$ cat src/rtl/modexp_pkg.sv
// Shared definitions for the modular-exponentiation controller: FSM state
// encoding and the default operand width.
package modexp_pkg;

  localparam int SIZE_DEFAULT = 64;

  typedef enum logic [2:0] {
    ST_IDLE     = 3'd0,
    ST_MUL_REQ  = 3'd1,
    ST_MUL_WAIT = 3'd2,
    ST_SQR_REQ  = 3'd3,
    ST_SQR_WAIT = 3'd4,
    ST_SHIFT    = 3'd5,
    ST_DONE     = 3'd6
  } state_e;

endpackage

$ cat src/rtl/modexp_controller.sv
// Right-to-left binary modular exponentiation sequencer; products are
// computed by an external modular multiplier on the mm_* streams.
module modexp_controller
  import modexp_pkg::*;
#(
  parameter int SIZE  = SIZE_DEFAULT,
  parameter int CNT_W = $clog2(SIZE + 1)
) (
  input  logic            clk,
  input  logic            rst,
  input  logic [SIZE-1:0] cmd_base_tdata,
  input  logic [SIZE-1:0] cmd_exp_tdata,
  input  logic [SIZE-1:0] cmd_mod_tdata,
  input  logic            cmd_tvalid,
  output logic            cmd_tready,
  output logic [SIZE-1:0] res_tdata,
  output logic            res_err,
  output logic            res_tvalid,
  input  logic            res_tready,
  output logic [SIZE-1:0] mm_a_tdata,
  output logic [SIZE-1:0] mm_b_tdata,
  output logic [SIZE-1:0] mm_m_tdata,
  output logic            mm_in_tvalid,
  input  logic            mm_in_tready,
  input  logic [SIZE-1:0] mm_out_tdata,
  input  logic            mm_out_tvalid,
  output logic            mm_out_tready
);

  state_e           state_q, state_d;
  logic [SIZE-1:0]  acc_q, acc_d;
  logic [SIZE-1:0]  sq_q, sq_d;
  logic [SIZE-1:0]  e_q, e_d;
  logic [SIZE-1:0]  m_q, m_d;
  logic [CNT_W-1:0] cnt_q, cnt_d;
  logic             err_q, err_d;

  // Exponent bits above bit 0 still pending after the current step.
  logic e_more;
  assign e_more = |e_q[SIZE-1:1];

  always_comb begin
    // NOTE: every next-state variable gets a default first so no path can
    // leave one unassigned and infer a latch.
    state_d = state_q;
    acc_d   = acc_q;
    sq_d    = sq_q;
    e_d     = e_q;
    m_d     = m_q;
    cnt_d   = cnt_q;
    err_d   = err_q;
    unique case (state_q)
      ST_IDLE: begin
        if (cmd_tvalid) begin
          acc_d = SIZE'(1);
          sq_d  = cmd_base_tdata;
          e_d   = cmd_exp_tdata;
          m_d   = cmd_mod_tdata;
          cnt_d = '0;
          err_d = 1'b0;
          if (cmd_mod_tdata == '0) begin
            acc_d   = '0;
            err_d   = 1'b1;
            state_d = ST_DONE;
          end else if (cmd_mod_tdata == SIZE'(1)) begin
            acc_d   = '0;
            state_d = ST_DONE;
          end else if (cmd_exp_tdata == '0) begin
            state_d = ST_DONE;
          end else begin
            state_d = cmd_exp_tdata[0] ? ST_MUL_REQ : ST_SQR_REQ;
          end
        end
      end
      ST_MUL_REQ: if (mm_in_tready) state_d = ST_MUL_WAIT;
      ST_SQR_REQ: if (mm_in_tready) state_d = ST_SQR_WAIT;
      ST_MUL_WAIT: begin
        if (mm_out_tvalid) begin
          acc_d   = mm_out_tdata;
          state_d = e_more ? ST_SQR_REQ : ST_SHIFT;
        end
      end
      ST_SQR_WAIT: begin
        if (mm_out_tvalid) begin
          sq_d    = mm_out_tdata;
          state_d = ST_SHIFT;
        end
      end
      ST_SHIFT: begin
        e_d = e_q >> 1;
        if (cnt_q != CNT_W'(SIZE)) cnt_d = cnt_q + CNT_W'(1);
        if (!e_more)     state_d = ST_DONE;
        else if (e_q[1]) state_d = ST_MUL_REQ;
        else             state_d = ST_SQR_REQ;
      end
      ST_DONE: if (res_tready) state_d = ST_IDLE;
      default: state_d = ST_IDLE;
    endcase
  end

  always_ff @(posedge clk) begin
    // NOTE: sequential state uses non-blocking assignments so all registers
    // update together from values sampled at the same edge.
    if (rst) begin
      state_q <= ST_IDLE;
      acc_q   <= '0;
      sq_q    <= '0;
      e_q     <= '0;
      m_q     <= '0;
      cnt_q   <= '0;
      err_q   <= 1'b0;
    end else begin
      state_q <= state_d;
      acc_q   <= acc_d;
      sq_q    <= sq_d;
      e_q     <= e_d;
      m_q     <= m_d;
      cnt_q   <= cnt_d;
      err_q   <= err_d;
    end
  end

  assign cmd_tready    = (state_q == ST_IDLE);
  assign mm_in_tvalid  = (state_q == ST_MUL_REQ) || (state_q == ST_SQR_REQ);
  assign mm_out_tready = (state_q == ST_MUL_WAIT) || (state_q == ST_SQR_WAIT);
  assign mm_a_tdata    = (state_q == ST_MUL_REQ) ? acc_q : sq_q;
  assign mm_b_tdata    = sq_q;
  assign mm_m_tdata    = m_q;
  assign res_tvalid    = (state_q == ST_DONE);
  assign res_tdata     = acc_q;
  assign res_err       = err_q && (state_q == ST_DONE);

endmodule

$ cat config.mk
export PLATFORM = sky130hd
export DESIGN_NAME = modexp_controller
export DESIGN_NICKNAME = d
export VERILOG_FILES = /design/src/rtl/modexp_pkg.sv /design/src/rtl/modexp_controller.sv
export SDC_FILE = /design/constraint.sdc
export NUM_CORES = 1
export LEC_CHECK = 0
export ABC_AREA = 0
export CORE_AREA = 2 2 201 203
export DETAILED_ROUTE_END_ITERATION = 12
export DIE_AREA = 0 0 203 205
export PLACE_DENSITY = 0.61
export SYNTH_ARGS = -nofsm -noshare
export SYNTH_HDL_FRONTEND = slang
export SYNTH_SLANG_ARGS = --single-unit
$ cat constraint.sdc
create_clock -name clk -period 2 [get_ports clk]
set_input_delay 0.3 -clock clk [delete_from_list [all_inputs] [get_ports clk]]
set_output_delay 0.3 -clock clk [all_outputs]
set_load 0.02 [all_outputs]
==> results of run 1 <==
[routing by layer]
| metal | vias to the layer above | GRT usage (%) | routed length (um) |
|---|---|---|---|
| met5 | - | 0 | 0 |
| met4 | 0 | 6.75 | 1450 |
| met3 | 74 | 5.36 | 3800 |
| met2 | 519 | 38.7 | 25100 |
| met1 | 5974 | 27.1 | 20200 |
| li1 | 6079 | - | - |
[final cells by class]
cell class,instances,area (sq um)
Tap cell,525,657
Multi-Input combinational cell,1005,5960
Antenna cell,2,5.00
Fill cell,3716,19800
Timing Repair Buffer,663,6770
Clock inverter,7,92.6
Clock buffer,47,906
Inverter,3,11.3
Sequential cell,259,5190
[metrics by stage]
stage | setup slack (ns) | std cells | utilization, % | cell area, sq um | hold slack (ns)
after floorplan | 0.223 | 1388 | - | 11500 | 0.432
after global placement | -0.486 | 2423 | 45.6 | 17900 | 0.441
after detailed placement | -0.472 | 2423 | 45.6 | 17900 | 0.448
after CTS | -0.483 | 2493 | 48.5 | 19100 | 0.218
after global routing | -0.397 | 2510 | 49.8 | 19600 | 0.234
final | -0.328 | 2511 | 49.8 | 19600 | 0.241
[synth_stat cells]
cell type / n / share of area, %
nor3_2: 1 / 0.087
clkbuf_1: 58 / 1.9
a21oi_1: 133 / 5.8
nor4_2: 1 / 0.11
nor2_2: 1 / 0.055
nand2b_1: 3 / 0.16
nand2_1: 326 / 11
buf_1: 7 / 0.23
o21ai_0: 1 / 0.044
buf_2: 50 / 2.2
nor2_1: 137 / 4.5
nor3_1: 2 / 0.087
nand4_1: 12 / 0.65
a41o_1: 1 / 0.087
mux2_1: 5 / 0.49
nand3b_1: 1 / 0.065
o2111ai_1: 1 / 0.076
o211ai_1: 1 / 0.065
mux2i_1: 68 / 5.9
inv_1: 3 / 0.098
mux2_2: 59 / 5.8
a211oi_1: 65 / 4.3
nor3b_2: 1 / 0.11
and2_1: 2 / 0.11
o22ai_1: 1 / 0.055
a22oi_1: 1 / 0.065
or2_2: 2 / 0.11
nand3_1: 63 / 2.7
dfxtp_1: 259 / 45
o221ai_1: 1 / 0.076
a221oi_1: 1 / 0.076
a311oi_1: 63 / 4.8
o21bai_1: 1 / 0.065
buf_4: 6 / 0.39
nor4_1: 48 / 2.6
or4_1: 1 / 0.065
a211o_1: 1 / 0.076
nor3b_1: 1 / 0.065
[worst register-to-register path: cells and delay by family, from the launching register on]
| kind | cells | cell delay (ns) |
|---|---|---|
| AO/OA/AOI/OAI | 1 | 0.26 |
| buffers and inverters | 4 | 0.55 |
| flip-flops | 1 | 0.35 |
| AND/OR/NAND/NOR | 3 | 0.66 |
[cell families after synthesis]
family,synth area share (%)
and+or+nand+nor,22.2
AOI/OAI and AO/OA,15.6
buffers and inverters,4.80
DFF,45.2
muxes,12.2
[worst max path at each step]
stage	from	end	slack, ns
finish	state_q[2]	mm_a_tdata[48]	-0.33
global route	state_q[2]	mm_a_tdata[58]	-0.40
CTS	state_q[2]	mm_a_tdata[37]	-0.48
detailed placement	cmd_exp_tdata[0]	state_q[0]	-0.47
global placement	cmd_exp_tdata[20]	state_q[0]	-0.49
floorplan	state_q[0]	mm_a_tdata[53]	0.22
[sequential cells by signal (all words and copies together) (netlist names)]
signal      flops
mm_m_tdata     64
err_q           1
res_tdata      64
mm_b_tdata     64
e_q            63
state_q         3
[repair_timing]
item / 4_1_cts / 5_1_grt
endpoints found under the setup margin: 71 / 158
hold endpoints to repair: 0 / 0
setup buffers: 13 / 20
gates resized for setup: 305 / 144
pin swaps: 0 / 5
cloned: 3 / 4
[power groups by stage]
stage / Sequential [mW] / Clock [mW] / Combinational, mW
final: 7.37 / 5.58 / 13.8
after global routing: 7.51 / 5.91 / 14.7
after CTS: 7.35 / 5.69 / 12.8
after detailed placement: 7.43 / 0 / 12.4
after global placement: 7.39 / 0 / 12.3
after floorplan: 8.18 / 0 / 5.66
==> results.md, run 1 <==
- Crit path required time: 1.70 ns
- Worst min path class: input pin to register
- Initial antenna violation count: 3
- Leakage power: 7.36 nW
- Max VDD drop: 0.000762 V
- Worst Skew: 0.0161 ns
- GRT Total Usage: 22.2%
- Longest Clk Path Bufs: 3
- Pwr Density: 1370 nW/um^2
- FF-to-FF End: e_q[9]
- Overflow after GRT: 0
- Tmin final: 2.33 ns
- Initial Util: 29.1%
- Worst hold endpoint: err_q
- Die width: 203 um
- Hold Path Depth: 2
- Synthesized area per cell: 8.26 sq um
- Die Area: 41600 sq um
- Comb pwr share: 51.6%
- Row cnt: 73
- Ports: 523
- Die Y: 205 um
- Part of the Yosys area used for sequential elements: 45.2%
- First-pass GRT wire length: 72.4 mm
- Vias in the first global route: 12000
- # setup viols final: 65
- TNS Setup: -16.68 ns
- Largest net degree at the start of global routing: 76
- Drt wl/cell: 20.1 um
- Clock sink count: 259
- Synth Instances: 1388
- Violated checks: setup timing
- Max-cap violations: 0
- Routed Antenna Nets: 0
- Detailed Route Iter0 Violations: 664
- Ys Warns: 0
- Final worst path period share: 116%
- Vias after detailed routing: 12600
- Run status: finished, violations left
- Detail Placement HPWL: 35.6 mm
- Reg clk slew, reported paths: 0.05 ns
- CP max stage cell: mux2_2
- Sequential power share: 27.5%
- R2R cell count: 8
- Switching Fraction: 39.3%
- Slew @ Worst Pin: 0.559 ns
- Synth-to-layout area growth: 70.8%
- CP top delay family: buffers and inverters
- CTS Root Cell: clkbuf_16
- Fin. max-slew vios: 0
- Vias/cell: 5.04
- Clock share of power: 20.8%
- R2R Path Start: state_q[1]
- CP bufs+invs: 3
- CP Depth: 6
- RSZ-0062 raised after global routing: true
- Post-layout nets: 2224
- Int Power: 16.2 mW
- Post-Route WL: 50.5 mm
- Slew headroom: 62.4%
- TritonCTS clock tree: built
- Port bufs: 522
- Pre-antenna DRT Iters: 5
- FF-to-FF setup slack: 0.09 ns
- HP Start: rst
- #FFs+latches synth: 259
- Switching power: 10.5 mW
- TritonCTS Buffers: 30
- Post-CTS Hold Buffers: 0
- Proportion of layout cells with a drive suffix above 1: 16.8%
- Gpl congestion: 0.919
- Power consumption: 26.8 mW
- Maximum clock rate: 430 MHz
- Most frequent cells in the layout: 446 x clkdlybuf4s50_1, 323 x nand2_1, 256 x dfxtp_1
- Most used cell, CP: buf_12
- Crit path max fanout: 18
- Final hold vios: 0
- Critical-path cell list: nand2b_4 -> nor2_4 -> buf_12 -> buf_12 -> mux2_2 -> buf_2
- Most common cell after layout, fill and taps aside: clkdlybuf4s50_1
- Setup crit end kind: output port
- Core area: 39400 sq um
- Syn_nets: 1650
- H-Tree Depth: 1
- CP Class: register to output port
- Final Worst Setup Slack: -0.328 ns
- # DRC: 0
- Insertion delay to the later sink of the worst-skew pair: 0.56 ns
- Cell area after synthesis: 11500 sq um
- Arrival time worst endpoint: 2.03 ns
- Netlist cell types: 38
- Critical Path Start Type: register
- CP peak stage delay: 0.35 ns
Power figures use the tool's default switching activity.
==> run 2, diff against run 1 <==
--- a/config.mk
+++ b/config.mk
@@ -9,6 +9,7 @@
 export CORE_AREA = 2 2 201 203
 export DETAILED_ROUTE_END_ITERATION = 12
 export DIE_AREA = 0 0 203 205
+export HOLD_SLACK_MARGIN = 0.15
 export PLACE_DENSITY = 0.61
 export SYNTH_ARGS = -nofsm -noshare
 export SYNTH_HDL_FRONTEND = slang
==> results of run 2 <==
The final DEF is identical to that of run 1; final timing and power are the same.
==> run 3, diff against run 2 <==
--- a/config.mk
+++ b/config.mk
@@ -11,6 +11,8 @@
 export DIE_AREA = 0 0 203 205
 export HOLD_SLACK_MARGIN = 0.15
 export PLACE_DENSITY = 0.61
+export SKIP_CTS_REPAIR_TIMING = 1
 export SYNTH_ARGS = -nofsm -noshare
 export SYNTH_HDL_FRONTEND = slang
 export SYNTH_SLANG_ARGS = --single-unit
+export TNS_END_PERCENT = 20
==> run 3 against run 2 <==
Largest cell class unchanged. Clock power is essentially flat. The flow still finishes with violations (setup timing). Total power is 5.6% lower. Clock skew fell by 0.0021 ns. Setup slack worse by 0.023 ns. Sequential cell count did not move.
==> results.md, run 3 (synthesis gave the netlist of run 1 again) <==
- Max-cap violations: 0 (unchanged)
- Seq. cell area: 5190 sq um (about the same)
- Post-layout nets: 2196 (-1.3%)
- Vias/cell: 5.00 (-0.72%)
- Vias in the first global route: 11900 (-0.80%)
- Drt wl/cell: 19.6 um (-2.6%)
- Dpl ws: -0.472 ns (unchanged)
- Setup crit end kind: output port
- Detailed Route Iter0 Violations: 708 (+6.6%)
- H-Tree Depth: 1 (unchanged)
- Slew @ Worst Pin: 0.562 ns (+0.00338 ns)
- # setup viols final: 66 (+1.5%)
- Maximum clock rate: 425 MHz (-0.98%)
- CTS Root Cell: clkbuf_16
- R2R Path Start: e_q[4]
- Initial Util: 29.1% (unchanged)
- Post-route cell area: 18900 sq um (-3.4%)
- Core area: 39400 sq um (unchanged)
- Insertion delay to the later sink of the worst-skew pair: 0.56 ns (about the same)
- Routed Antenna Nets: 0 (unchanged)
- Initial antenna violation count: 3 (unchanged)
- TritonCTS Buffers: 30 (unchanged)
- Final cell utilization of the core: 48.1% (-1.7 points)
- Violated checks: setup timing
- GRT Total Usage: 21.7% (-0.56 points)
- Tmin final: 2.35 ns (+0.0231 ns)
- Worst min path class: input pin to register
- HP Start: rst
- Final Worst Setup Slack: -0.351 ns (-0.0231 ns)
- Placed cells: 2423 (unchanged)
- Detail Placement HPWL: 35.6 mm (unchanged)
- Gpl congestion: 0.919 (unchanged)
- Overflow after GRT: 0 (unchanged)
- Post-Route WL: 48.6 mm (-3.7%)
- Final hold vios: 0 (unchanged)
- CP Class: register to output port
- Worst Skew: 0.0140 ns (-0.00213 ns)
- Arrival time worst endpoint: 2.05 ns (+0.02 ns)
- Pre-antenna DRT Iters: 5 (unchanged)
- Fin. max-slew vios: 0 (unchanged)
- Hold_ws: 0.236 ns (-0.00473 ns)
- Pwr Density: 1340 nW/um^2 (-2.3%)
- Run status: finished, violations left
- Die Y: 205 um (unchanged)
- Synth-to-layout area growth: 65.0%
- Die Area: 41600 sq um (unchanged)
- Worst Setup SP: state_q[2]
- Crit path max fanout: 7 (-11)
- Critical Path Start Type: register
- Final worst path period share: 118% (+1.2 points)
- Vias after detailed routing: 12400 (-1.8%)
- Port bufs: 522 (unchanged)
- Row cnt: 73 (unchanged)
- Most frequent cells in the layout: 448 x clkdlybuf4s50_1, 323 x nand2_1, 257 x dfxtp_1
- Fill count: 3791 (+2.0%)
- TritonCTS clock tree: built
- Crit path required time: 1.70 ns (about the same)
- Leakage power: 7.12 nW (-3.1%)
- Proportion of layout cells with a drive suffix above 1: 15.1% (-1.8 points)
- Largest net degree at the start of global routing: 76 (unchanged)
- # DRC: 0 (unchanged)
- Placed Area: 17900 sq um (unchanged)
- Slew headroom: 62.2% (-0.23 points)
- Most common cell after layout, fill and taps aside: clkdlybuf4s50_1
- Multi-input gate area: 5840 sq um (-2.1%)
- Clock sink count: 259 (unchanged)
- RSZ-0062 raised after global routing: true
- Max VDD drop: 0.000752 V (-1.3%)
- Longest Clk Path Bufs: 3 (unchanged)
- Reg clk slew, reported paths: 0.05 ns (about the same)
- Ports: 523 (unchanged)
- Die width: 203 um (unchanged)
- First-pass GRT wire length: 71.0 mm (-2.0%)
- Finished Layout Cells: 2483 (-1.1%)
## run 3: cell count changes in the layout (fill, tap and decap cells not counted), moves of 4 or more
cell / before / now
mux2_4: 37 / 10
clkbuf_2: 0 / 18
mux2_2: 22 / 49
buf_2: 24 / 28
buf_6: 56 / 19
dlymetal6s2s_1: 4 / 11
buf_4: 92 / 85
buf_8: 5 / 0
## run 3: worst paths after layout
kind	endpoint	slack [ns]	cells after the start
worst max-delay path	mm_a_tdata[29]	-0.35	7
worst min-delay path	err_q	0.24	2
worst max register to register	state_q[0]	0.13	6
worst min register to register	mm_m_tdata[49]	0.45	2
## run 3: critical path: stages (launching register included)
cell and delay, ns:
dfxtp_2 0.31, nand2b_4 0.14, nor2_4 0.15, buf_12 0.13, clkbuf_16 0.16, buf_4 0.12, mux2_2 0.32, buf_2 0.16
## run 3: cell type report
cell class | count | share of cell area (%)
Antenna cell | 2 | 0.0264
Clock buffer | 47 | 4.79
Clock inverter | 7 | 0.489
Inverter | 3 | 0.0595
Multi-Input combinational cell | 1005 | 30.8
Sequential cell | 259 | 27.4
Tap cell | 525 | 3.47
Timing Repair Buffer | 635 | 32.9
## run 3: power breakdown
| part | internal, mW | total (mW) | switching, mW |
|---|---|---|---|
| registers | 6.37 | 7.35 | 0.973 |
| clock network | 3.34 | 5.57 | 2.23 |
| logic | 5.48 | 12.4 | 6.87 |
| total | 15.2 | 25.3 | 10.1 |
## run 3: metal layers
layer  wire [um]  GRT usage (%)
met2       23800           37.7
met3        3880           5.39
met5           0              0
met4        1480           7.04
met1       19400           26.2
## run 3: metrics by stage
stage	setup TNS [ns]	power, mW
2_1_floorplan	0	13.8
3_5_place_dp	-11.15	19.8
4_1_cts	-48.45	25.4
5_1_grt	-24.37	26.6
3_3_place_gp	-10.27	19.7
6_report	-18.85	25.3
==> patch 1: new RTL, settings of run 3 <==
`e_q` no longer has a reset.
--- a/src/rtl/modexp_controller.sv
+++ b/src/rtl/modexp_controller.sv
@@ -107,3 +107,2 @@
       sq_q    <= '0;
-      e_q     <= '0;
       m_q     <= '0;
@@ -115,3 +114,2 @@
       sq_q    <= sq_d;
-      e_q     <= e_d;
       m_q     <= m_d;
@@ -120,2 +118,6 @@
     end
+  end
+
+  always_ff @(posedge clk) begin
+    e_q <= e_d;
   end
Check against the original RTL: same outputs for any inputs over 4 cycles, from zero or initial values and one cycle with rst high; that may be too few to reach the edited logic, so the function may still have changed.
==> patch 1 against run 3 <==
The flow still finishes with violations (setup timing); sequential cell count stayed put; hold slack worse by 0.089 ns; worst setup slack worse by 0.012 ns; power is 3.9% lower; cell area is 0.18% lower; die area stayed put; sequential share of layout area is 3.4 points higher; global-route usage is 1.2 points lower; synthesized area is 0.22% higher; routed wire length is 4.8% lower; via count is 11% lower; count of clock-buffer cells in the layout is 6 lower; critical path type unchanged; highest routed layer is now met5.
==> patch 1: results (changes against run 3) <==
Place
  – Post-DP HPWL: 33200 um (-6.8%)
  – Placed cells: 2196 (-9.4%)

Detailed routing
  – Iter 0 DRT Violations: 491 (-31%)
  – Vias per inst: 4.91 (-1.9%)
  – DR WL/cell: 20.5 um (+4.5%)
  – DRT Pass-1 Iters: 6 (+1)
  – Detailed Route WL: 46300 um (-4.8%)

Logic synthesis
  – Synth cell count leaders: 200 x nand2_1, 196 x dfxtp_1, 128 x a21oi_1
  – Compound-Gate Fraction of Synth Area: 0.108 (-0.0479)
  – Seq/Total Area, Yosys: 0.506 (+0.0539)
  – Post-Syn Area per Cell: 9.84 um2 (+19%)
  – Distinct cells, synth: 43 (+13%)
  – Post-synthesis mux area share: 0.182 (+0.0598)
  – Main area contributors after synthesis: dfxtp_1 34%, edfxtp_1 16%, mux2_2 12%, nand2_1 6.5%, mux2i_1 5.7%
  – Syn_nets: 1430 (-13%)

Outcome
  – Status: finished, violations left
  – Failing checks: setup timing

STA
  – Setup TNS: -20.57 ns (-1.72 ns)
  – Setup violators final: 65 (-1.5%)
  – Clock Skew: 0.00722 ns (-0.00676 ns)
  – Worst setup margin: -0.364 ns (-0.0124 ns)

Setup path
  – Max stage delay cell, worst path: dfxtp_1
  – R2R Path Start: e_q[17]
  – CP Max Fanout: 8 (+1)

Finish
  – Diodes inserted: 0 (-2)
  – Fraction of layout cells with a size suffix above 1: 0.203 (+0.0518)

Power
  – Comb power frac: 0.463 (-0.026)
  – P_clk: 5.40 mW (-3%)

Global route
  – Vias in the first global route: 10800 (-9.4%)
  – First-pass GRT wire length: 66200 um (-6.8%)
## patch 1: changes by cell type after synthesis, sizes merged, moves of 3 or more
cell	before	now
mux2i	68	65
a21oi	133	128
dfxtp	259	196
buf	63	66
o21ai	1	4
nand2	326	200
edfxtp	0	63
a311oi	63	0
nor2	138	71
clkbuf	58	27
mux2	64	128
and2	2	5
## patch 1: metal layers
metal,share of wire,vias to the layer above,track usage
met5,0.00050,-,0
met4,0.033,4,0.0647
met3,0.070,78,0.0525
met2,0.48,437,0.352
met1,0.41,5257,0.250
li1,-,5322,-
## patch 1: path summary, 6_finish.rpt
| kind | endpoint | slack, ns | cells after the start |
|---|---|---|---|
| worst max-delay path | mm_a_tdata[18] | -0.36 | 7 |
| worst min-delay path | res_tdata[19] | 0.15 | 2 |
| worst max register to register | state_q[1] | 0.04 | 5 |
| worst min register to register | mm_m_tdata[2] | 0.45 | 2 |
## patch 1: logic make-up (layout without fill, tap and decap cells)
logic type	after synthesis	count (layout)
and+or+nand+nor	412	412
DFF	259	259
AOI/OAI and AO/OA	207	207
muxes	193	193
buffers and inverters	97	666
## patch 1: per-stage QoR
step | power (mW) | setup slack, ns | area [um2]
CTS | 24.2 | -0.798 | 18700
global route | 25.5 | -0.434 | 18900
global placement | 18.6 | -0.482 | 17800
finish | 24.3 | -0.364 | 18900
detailed placement | 18.7 | -0.484 | 17800
floorplan | 13.3 | 0.0847 | 11500
## patch 1: layout make-up
| class | count | area share |
|---|---|---|
| Clock buffer | 41 | 0.0462 |
| Clock inverter | 14 | 0.00457 |
| Inverter | 4 | 0.000795 |
| Multi-Input combinational cell | 812 | 0.286 |
| Sequential cell | 259 | 0.308 |
| Tap cell | 525 | 0.0348 |
| Timing Repair Buffer | 607 | 0.320 |
==> patch 2: new RTL, flow settings as in run 3 <==
Made on the original files. Change the package constant `SIZE_DEFAULT` from 64 to 32.
--- a/src/rtl/modexp_pkg.sv
+++ b/src/rtl/modexp_pkg.sv
@@ -4,3 +4,3 @@
 
-  localparam int SIZE_DEFAULT = 64;
+  localparam int SIZE_DEFAULT = 32;
 
Ports: changed (8 resized); port bits go from 523 to 267. The function was not compared with the original's and may differ.
==> patch 2 against run 3 <==
Sequential power is 51% lower; cell area is 46% lower; worst setup slack improved by 0.21 ns; sequential cell count fell by 128; routed wire length decreased by 49%; the run still ends with setup timing left; synthesized area decreased by 46%; power decreased by 49%; count of clock-buffer cells in the layout fell by 27; first-iteration DRC count is 60% lower; clock power fell by 41%; die area unchanged.
==> patch 2: results (changes against run 3) <==
Outcome
  – Failing checks: setup timing
  – Status: finished, violations left

Place
  – GPL Wtd Cong: 0.858 (-6.7%)
  – Port Buf Inserts: 266 (-49%)
  – Placed cells: 1491 (-38%)
  – Post-DP HPWL: 18100 um (-49%)
  – Post-Place Worst Slack: -0.548 ns (-0.0757 ns)
  – Placed cell area: 9600 um2 (-47%)

Power
  – Sequential Power: 3.61 mW (-51%)
  – Sw Ratio: 0.391 (-0.00764)
  – Comb power frac: 0.466 (-0.023)
  – Leak pwr: 3.66 nW (-49%)
  – Power Internal: 7.86 mW (-48%)
  – Maximum VDD drop: 0.000597 V (-21%)

Logic synthesis
  – Post-synth ARST share: 0 (unchanged)
  – Synth cell count leaders: 161 x nand2_1, 131 x dfxtp_1, 68 x a21oi_1
  – Syn_nets: 853 (-48%)
  – Distinct cells, synth: 42 (+11%)
  – Seq/Total Area, Yosys: 0.426 (-0.0266)
  – Post-Syn Area per Cell: 8.57 um2 (+3.7%)
  – Main area contributors after synthesis: dfxtp_1 43%, nand2_1 9.8%, a211oi_2 5.7%, a21oi_1 5.5%, mux2i_1 5.5%

Detailed routing
  – Detailed Route WL: 24900 um (-49%)
  – Iter 0 DRT Violations: 285 (-60%)
  – DRT Pass-1 Iters: 4 (-1)
  – Vias per inst: 4.14 (-17%)

STA
  – Worst-margin pin slew: 0.551 ns (-0.0113 ns)
  – Clock Skew: 0.00636 ns (-0.00762 ns)
  – Worst setup margin: -0.142 ns (+0.209 ns)
  – Setup TNS: -3.49 ns (+15.36 ns)
  – Worst hold slack: 0.359 ns (+0.123 ns)
  – Setup violators final: 33 (-50%)

Finish
  – Fraction of layout cells with a size suffix above 1: 0.182 (+0.0310)
  – Final #Nets: 1122 (-49%)
  – Cell Count, Final, Fillers Out: 1527 (-39%)

Setup path
  – Worst Setup SP: state_q[2]
  – R2R Setup Slk: 0.13 ns (about the same)
  – Critical path data arrival time: 1.84 ns (-0.21 ns)
  – R2r endpoint: e_q[17]
  – Max stage delay cell, worst path: mux2_2
  – CP Max Fanout: 10 (+3)
  – R2R Path Start: state_q[0]
  – Reg2Reg Depth: 6 (unchanged)
  – CP endpoint: mm_a_tdata[11]

Global route
  – Initial antenna violation count: 1 (-2)
  – GR Util met1: 0.136 (-0.126)
  – GRT met3 Usage: 0.0426 (-0.0113)
  – First-pass GRT wire length: 37200 um (-48%)
  – Largest net degree at the start of global routing: 61 (-20%)
  – Global-route met2 utilization: 0.203 (-0.174)
  – Vias in the first global route: 6345 (-47%)
  – Total Routing Usage GR: 0.118 (-0.0989)

Clocking
  – Later-pin clock latency in the skew report: 0.44 ns (-0.12 ns)
  – H-Tree Level Count: 4 (+3)
  – Clock tree buffer depth: 2 (-1)
  – CTS Buf Count: 17 (-43%)

Min path
  – Hold EP: mm_m_tdata[5]
[patch 2: changes by cell type in the layout (fill, tap and decap cells not counted), moves of 55 or more]
cell / delta
buf_4: -55
a21oi_1: -64
nor2_1: -70
a211oi_1: -61
dfxtp_1: -127
nand2_1: -163
clkdlybuf4s50_1: -220
[patch 2: final cells by class]
cell class / count / area (um2)
inverters: 7 / 26.3
diodes: 1 / 2.50
flip-flops and latches: 131 / 2620
multi-input cells: 521 / 3230
clock buffers: 20 / 457
well taps: 525 / 657
repair buffers: 310 / 3090
clock inverters: 12 / 155
fillers: 4180 / 29100
[patch 2: kinds of logic after synthesis]
family                 after synthesis  share of synthesized area
and+or+nand+nor                    311                      0.221
AOI/OAI and AO/OA                  144                      0.177
DFF                                131                      0.426
buffers and inverters               67                     0.0619
muxes                               66                      0.114
[patch 2: layer usage]
layer | routed length (um) | vias up
met5 | 13 | -
met3 | 2000 | 22
li1 | - | 3083
met4 | 391 | 2
met2 | 12000 | 241
met1 | 10500 | 2974
